## src/rtl/btn_pkg.sv

```systemverilog
// rtl/btn_pkg.sv - shared types and sizing helpers for the button debouncer array
//
// Purpose: FSM state encoding and the hold-counter width helper used by
//          btn_channel. No ports.
package btn_pkg;

  typedef enum logic [1:0] {
    BTN_IDLE    = 2'd0,
    BTN_PRESSED = 2'd1,
    BTN_HELD    = 2'd2
  } btn_state_e;

  // Width needed to hold any value 0..max(a, b).
  function automatic int clog2_max(input int a, input int b);
    int m;
    m = (a > b) ? a : b;
    return $clog2(m + 1);
  endfunction

endpackage

```

## src/rtl/btn_channel.sv

```systemverilog
// rtl/btn_channel.sv - one debounced button: sync, sample window, hysteresis, press/hold FSM
//
// Purpose: conditions a single asynchronous button pin into a clean level plus
//          registered one-cycle event pulses. All state advances only when
//          tick_i is high; tick_i is an enable, never a clock.
// Ports:
//   clk      in   system clock
//   reset    in   asynchronous, active-high
//   tick_i   in   sample strobe from the shared prescaler
//   btn_i    in   raw asynchronous button pin
//   level_o  out  debounced pressed state
//   rise_o   out  1-cycle pulse, press accepted
//   fall_o   out  1-cycle pulse, release accepted
//   long_o   out  1-cycle pulse, hold reached LONG_TICKS
//   rep_o    out  1-cycle pulse every REPEAT_TICKS while held past long press
module btn_channel
  import btn_pkg::*;
#(
  parameter int DEPTH        = 8,
  parameter int LONG_TICKS   = 1000,
  parameter int REPEAT_TICKS = 200,
  parameter int ACTIVE_LOW   = 0
) (
  input  logic clk,
  input  logic reset,
  input  logic tick_i,
  input  logic btn_i,
  output logic level_o,
  output logic rise_o,
  output logic fall_o,
  output logic long_o,
  output logic rep_o
);

  localparam int            CW        = clog2_max(LONG_TICKS, REPEAT_TICKS);
  localparam logic [CW-1:0] LONG_LAST = CW'(LONG_TICKS - 1);
  localparam logic [CW-1:0] REP_LAST  = (REPEAT_TICKS > 0) ? CW'(REPEAT_TICKS - 1) : '0;
  localparam logic          REPEAT_EN = (REPEAT_TICKS > 0);
  localparam logic          INV       = (ACTIVE_LOW != 0);

  logic [1:0]       sync_q;
  logic             samp;
  logic [DEPTH-1:0] win_q, win_d;
  logic             level_q, level_d;
  logic             lvl_rise, lvl_fall;
  btn_state_e       state_q, state_d;
  logic [CW-1:0]    cnt_q, cnt_d;
  logic             rise_q, fall_q, long_q, long_d, rep_q, rep_d;

  // Polarity is fixed after the second flop so the synchroniser itself
  // always resets to 0 regardless of ACTIVE_LOW.
  assign samp = sync_q[1] ^ INV;

  // Level reacts on the same edge that shifts in the DEPTH-th equal sample,
  // so it is evaluated on the next window value, not the current one.
  always_comb begin
    win_d = win_q;
    if (tick_i) begin
      win_d = {win_q[DEPTH-2:0], samp};
    end
    level_d = level_q;
    if (&win_d) begin
      level_d = 1'b1;
    end else if (~|win_d) begin
      level_d = 1'b0;
    end
  end

  assign lvl_rise = level_d & ~level_q;
  assign lvl_fall = ~level_d & level_q;

  always_ff @(posedge clk or posedge reset) begin
    if (reset) begin
      sync_q  <= 2'b00;
      win_q   <= '0;
      level_q <= 1'b0;
      rise_q  <= 1'b0;
      fall_q  <= 1'b0;
      long_q  <= 1'b0;
      rep_q   <= 1'b0;
    end else begin
      sync_q  <= {sync_q[0], btn_i};
      win_q   <= win_d;
      level_q <= level_d;
      rise_q  <= lvl_rise;
      fall_q  <= lvl_fall;
      long_q  <= long_d;
      rep_q   <= rep_d;
    end
  end

  // FSM: state register
  always_ff @(posedge clk or posedge reset) begin
    if (reset) begin
      state_q <= BTN_IDLE;
      cnt_q   <= '0;
    end else begin
      state_q <= state_d;
      cnt_q   <= cnt_d;
    end
  end

  // FSM: next state. The counter holds at threshold-1 and is cleared on the
  // tick that fires, so it never needs to represent the threshold itself.
  always_comb begin
    state_d = state_q;
    cnt_d   = cnt_q;
    case (state_q)
      BTN_IDLE: begin
        if (lvl_rise) begin
          state_d = BTN_PRESSED;
          cnt_d   = '0;
        end
      end
      BTN_PRESSED: begin
        if (lvl_fall) begin
          state_d = BTN_IDLE;
          cnt_d   = '0;
        end else if (tick_i) begin
          if (cnt_q == LONG_LAST) begin
            state_d = BTN_HELD;
            cnt_d   = '0;
          end else begin
            cnt_d = cnt_q + CW'(1);
          end
        end
      end
      BTN_HELD: begin
        if (lvl_fall) begin
          state_d = BTN_IDLE;
          cnt_d   = '0;
        end else if (tick_i && REPEAT_EN) begin
          if (cnt_q == REP_LAST) begin
            cnt_d = '0;
          end else begin
            cnt_d = cnt_q + CW'(1);
          end
        end
      end
      default: begin
        state_d = BTN_IDLE;
        cnt_d   = '0;
      end
    endcase
  end

  // FSM: outputs. A release accepted on the threshold tick suppresses the pulse.
  always_comb begin
    long_d = (state_q == BTN_PRESSED) && tick_i && !lvl_fall && (cnt_q == LONG_LAST);
    rep_d  = REPEAT_EN && (state_q == BTN_HELD) && tick_i && !lvl_fall && (cnt_q == REP_LAST);
  end

  assign level_o = level_q;
  assign rise_o  = rise_q;
  assign fall_o  = fall_q;
  assign long_o  = long_q;
  assign rep_o   = rep_q;

endmodule

```

## src/rtl/button_debouncer_array.sv

```systemverilog
// rtl/button_debouncer_array.sv - N_CH-channel button debouncer with shared tick prescaler
//
// Purpose: shared prescaler producing a one-cycle sample strobe every
//          CLK_HZ/TICK_HZ clocks, feeding N_CH independent btn_channel instances.
// Ports:
//   clk           in   system clock
//   reset         in   asynchronous, active-high
//   in_button     in   [N_CH] raw asynchronous button pins
//   level         out  [N_CH] debounced pressed state
//   rising_edge   out  [N_CH] 1-cycle pulse on press accepted
//   falling_edge  out  [N_CH] 1-cycle pulse on release accepted
//   both_edge     out  [N_CH] rising_edge | falling_edge
//   long_press    out  [N_CH] 1-cycle pulse when hold reaches LONG_TICKS
//   repeat_pulse  out  [N_CH] 1-cycle pulse every REPEAT_TICKS after long press
//   tick          out  prescaler strobe
module button_debouncer_array
  import btn_pkg::*;
#(
  parameter int N_CH         = 4,
  parameter int CLK_HZ       = 100_000_000,
  parameter int TICK_HZ      = 1_000,
  parameter int DEPTH        = 8,
  parameter int LONG_TICKS   = 1000,
  parameter int REPEAT_TICKS = 200,
  parameter int ACTIVE_LOW   = 0
) (
  input  logic            clk,
  input  logic            reset,
  input  logic [N_CH-1:0] in_button,
  output logic [N_CH-1:0] level,
  output logic [N_CH-1:0] rising_edge,
  output logic [N_CH-1:0] falling_edge,
  output logic [N_CH-1:0] both_edge,
  output logic [N_CH-1:0] long_press,
  output logic [N_CH-1:0] repeat_pulse,
  output logic            tick
);

  localparam int            DIV      = CLK_HZ / TICK_HZ;
  localparam int            PW       = (DIV > 1) ? $clog2(DIV) : 1;
  localparam logic [PW-1:0] DIV_LAST = PW'(DIV - 1);

  logic [PW-1:0] presc_q, presc_d;

  always_comb begin
    presc_d = presc_q + PW'(1);
    if (presc_q == DIV_LAST) begin
      presc_d = '0;
    end
  end

  always_ff @(posedge clk or posedge reset) begin
    if (reset) begin
      presc_q <= '0;
    end else begin
      presc_q <= presc_d;
    end
  end

  assign tick = (presc_q == DIV_LAST);

  for (genvar g = 0; g < N_CH; g++) begin : g_ch
    btn_channel #(
      .DEPTH       (DEPTH),
      .LONG_TICKS  (LONG_TICKS),
      .REPEAT_TICKS(REPEAT_TICKS),
      .ACTIVE_LOW  (ACTIVE_LOW)
    ) u_ch (
      .clk    (clk),
      .reset  (reset),
      .tick_i (tick),
      .btn_i  (in_button[g]),
      .level_o(level[g]),
      .rise_o (rising_edge[g]),
      .fall_o (falling_edge[g]),
      .long_o (long_press[g]),
      .rep_o  (repeat_pulse[g])
    );
  end

  assign both_edge = rising_edge | falling_edge;

endmodule
```

## config.mk

```make
export PLATFORM = sky130hd
export DESIGN_NAME = button_debouncer_array
export DESIGN_NICKNAME = d
export VERILOG_FILES = /design/src/rtl/btn_pkg.sv /design/src/rtl/btn_channel.sv /design/src/rtl/button_debouncer_array.sv
export SDC_FILE = /design/constraint.sdc
export NUM_CORES = 1
export LEC_CHECK = 0
export ABC_CLOCK_PERIOD_IN_PS = 10200
export CORE_ASPECT_RATIO = 0.8
export CORE_MARGIN = 4
export CORE_UTILIZATION = 44
export CTS_CLUSTER_DIAMETER = 30
export CTS_CLUSTER_SIZE = 14
export DETAILED_ROUTE_END_ITERATION = 6
export PLACE_DENSITY_LB_ADDON = 0.2
export SLEW_MARGIN = 20
export SYNTH_ARGS = -nofsm -noshare
export SYNTH_HDL_FRONTEND = slang
export SYNTH_SLANG_ARGS = --single-unit
```

## constraint.sdc

```tcl
create_clock -name clk -period 10.2 [get_ports clk]
set_input_delay 3.06 -clock clk [delete_from_list [all_inputs] [get_ports clk]]
set_output_delay 3.06 -clock clk [all_outputs]
set_load 0.005 [all_outputs]
```

==> metrics <==
Num CTS Buffers 17; arrival time at the worst endpoint 2.82 ns; multiplexer share of the synthesized area 0.0189; ANT nets after route 0; detailed placement HPWL roughly 9500 µm; CTS tree done; Root Buffer clkbuf_16; RePlAce Congestion approximately 0.86; max-slew violations 0; area of the multi-input gates roughly 0.0032 mm²; slowest CP cell clkdlybuf4s50_1; die area around 0.017 mm²; Compound-Gate Fraction of Synth Area 0.144; Tot GR Track Use 0.171; Layout area overhead 14.4%; FF+latch count, synth between 100 and 150; worst r2r src presc_q[0]$_DFF_PP0_; DR iter-0 viols 310; FF-to-FF path depth 7; critical path class flop to output pin; Synth Instances 720; Netlist cell types approximately 70; Synth area leaders dfrtp_1 47%, nand2_1 7.1%, ha_1 3.2%; sequential cell area approximately 0.0031 mm²; total placed cells including tap cells between 800 and 900; power per cell area ~150 mW/mm²; Synth Flop Type dfrtp_1; DR WL/cell 15.2 µm; DR pass1 iterations 5; diode count 0; Finished Layout Cells about 930; largest family of logic cells by synthesized area simple AND/OR/NAND/NOR gates; crit-path leading delay family buffers and inverters; minimum clock period about 5.9 ns; design area roughly 0.0076 mm²; post-DR vias/cell about 5.7; Slew HR 0.350; Die Wd approximately 150 µm; Switch Pwr 0.233 mW; CP Launch Type flop; final setup fails 0; r2r endpoint g_ch[0].u_ch.cnt_q[9]$_DFFE_PP0P_; Cell Area, Synth about 0.0067 mm²; max incr delay on CP 0.56 ns; simple-gate share of the synthesized area 0.264; CTS H-Tree Depth 4; syn_nets about 740; Synth Warn # 0; ys async rst share 1.00; cell depth of the worst setup path 5; DRC Markers 0; first-pass GRT wire length 24300 µm; Comb pwr share 0.010; Worst setup EP type output pin; chip height 118 µm; I/O pin count 31; nets@finish ~760; Longest Clk Path Bufs 2; num rows 39; Skew-Pair Late Insertion Delay approximately 0.42 ns; area share of fa/ha/maj cells after synthesis 0.0319; Port Buffers 30; static leakage roughly 3.4 nW; EDFF count, synth 0; clock slew at reported path FFs 0.06 ns; status finished clean; max-cap violations 0; hold buffers post-CTS 0; sequential power share 0.429; FILL cells 1289; post-CTS setup buffer count 0; number of vias in the routed layout roughly 5300; Seq/Total Area, Yosys 0.469; core area 0.0146 mm²; VDD IR max around 0.084 mV; Final TNS setup 0 ns; total gr overflow 0; XOR/XNOR Fraction of Synth Area 0.0171; WHS Path Cells 0; # resized after CTS 0; # clock sinks about 130; Clock Skews 0.0119 ns; Hold Crit Class flop to flop; Critical Path Source presc_q[0]$_DFF_PP0_; Hold Fails Final Rpt 0; worst-path maximum fanout 9; final WL about 14000 µm; crit share post-route 0.577; CP cell instances ha_1, and4_1, nand4_1, inv_1, clkdlybuf4s50_1; Hold Path End g_ch[1].u_ch.sync_q[1]$_DFF_PP0_; placed cell area about 0.007 mm²; fmax approximately 170 MHz; initial antenna violation count 0; Clk pwr share 0.561; cell taking the most area after synthesis dfrtp_1; Starting Density 0.458; vias in the first global route ~5100; R2R Setup Slk between 6 and 7 ns; hold_sp g_ch[1].u_ch.sync_q[0]$_DFF_PP0_; internal power 0.933 mW; worst-margin pin slew 0.968 ns; share of cells above drive strength 1 0.0872; Critical Path RT 7.14 ns; Syn Area/Cell 9.27 µm²; largest net degree at the start of global routing 74; Yosys top cell area share 0.469; RSZ-0062 raised after global routing no; Sw Share 0.200; Worst Path Buf+Inv 2
flip-flops by register name, summed over array words and instances, names as in the netlist:
| signal | flops |
|---|---|
| g_ch.u_ch.long_o | 4 |
| g_ch.u_ch.state_q | 8 |
| g_ch.u_ch.win_q | 32 |
| g_ch.u_ch.cnt_q | 40 |
| g_ch.u_ch.level_o | 4 |
| g_ch.u_ch.rep_o | 4 |
| g_ch.u_ch.fall_o | 4 |
| presc_q | 17 |
| g_ch.u_ch.sync_q | 8 |
| g_ch.u_ch.rise_o | 4 |
synthesized netlist by cell type (5+ instances only):
cell and count:
nand2_1 127, dfrtp_1 125, nor2_1 48, inv_1 34, nand3_1 30, o21ai_0 29
buf_4 20, nand4_1 20, a21oi_1 18, and3_1 17, ha_1 17, nor3_1 17
a22o_1 15, nand2b_1 12, clkbuf_1 11, o21ai_1 10, or2_2 10, nor4_1 9
o22ai_1 9, o21bai_1 7, o31ai_1 7, or3_1 7, xor2_1 7, o211ai_1 6
xnor2_1 6, nor2b_1 5
final cells by class:
class / instances / area share
inverters: 34 / 0.0170
well taps: 184 / 0.0301
multi-input cells: 521 / 0.417
clock inverters: 11 / 0.0213
flip-flops and latches: 125 / 0.410
repair buffers: 33 / 0.0423
clock buffers: 21 / 0.0629
worst register-to-register path: stages, from the launching register on:
cell,delay (ns)
dfrtp_1,0.39
ha_1,0.21
and4_1,0.36
nand4_4,0.65
a41o_1,0.48
o21ai_1,0.59
nand2b_1,0.35
o22ai_1,0.13
how the worst max path moves through the flow:
stage / slack [ns] / to
6_report: 4.32 / tick
5_1_grt: 4.16 / tick
4_1_cts: 4.29 / tick
3_5_place_dp: 4.74 / tick
3_3_place_gp: 4.87 / tick
2_1_floorplan: 3.81 / g_ch[0].u_ch.cnt_q[0]$_DFFE_PP0P_
kinds of logic after synthesis:
logic type      after synthesis
flops                       125
buf+inv                      74
fa+ha+maj                    17
xor+xnor                     13
mux                          11
compound gates              139
simple gates                341
power by group through the flow:
stage	clock (mW)	sequential, mW	combinational, mW
floorplan	0	0.508	0.00727
global placement	0	0.508	0.0124
detailed placement	0	0.508	0.0127
CTS	0.665	0.499	0.0127
global route	0.689	0.499	0.0142
finish	0.654	0.499	0.0117
cells in the final DEF, fill, tap and decap left out, types with 6 or more instances in the layout:
| cell | count |
|---|---|
| ha_1 | 17 |
| nor2_1 | 48 |
| or2_2 | 10 |
| o21bai_1 | 7 |
| a22o_1 | 15 |
| xor2_1 | 7 |
| inv_1 | 33 |
| and3_1 | 17 |
| xnor2_1 | 6 |
| nand3_1 | 30 |
| nor3_1 | 17 |
| nor4_1 | 8 |
| nand2b_1 | 12 |
| o21ai_1 | 10 |
| a21oi_1 | 18 |
| clkbuf_16 | 17 |
| clkdlybuf4s50_1 | 30 |
| dfrtp_1 | 125 |
| o31ai_1 | 7 |
| o22ai_1 | 9 |
| nand4_1 | 20 |
| o211ai_1 | 6 |
| nand2_1 | 127 |
| or3_1 | 7 |
| o21ai_0 | 29 |
per-layer routing:
| layer | vias to the layer above | GRT usage | share of wire |
|---|---|---|---|
| li1 | 2577 | - | - |
| met1 | 2578 | 0.236 | 0.49 |
| met2 | 86 | 0.261 | 0.46 |
| met3 | 17 | 0.0497 | 0.033 |
| met4 | 0 | 0.0563 | 0.014 |
| met5 | - | 0 | 0 |
metrics by stage:
stage / worst slack (ns) / power [mW] / utilization / hold WS [ns]
4_1_cts: 4.29 / 1.18 / 0.523 / 0.352
6_report: 4.32 / 1.17 / 0.523 / 0.348
3_5_place_dp: 4.74 / 0.521 / 0.479 / 0.344
2_1_floorplan: 3.81 / 0.515 / - / 0.331
5_1_grt: 4.16 / 1.20 / 0.523 / 0.355
3_3_place_gp: 4.87 / 0.520 / 0.479 / 0.335
(Power assumes the default switching activity.)
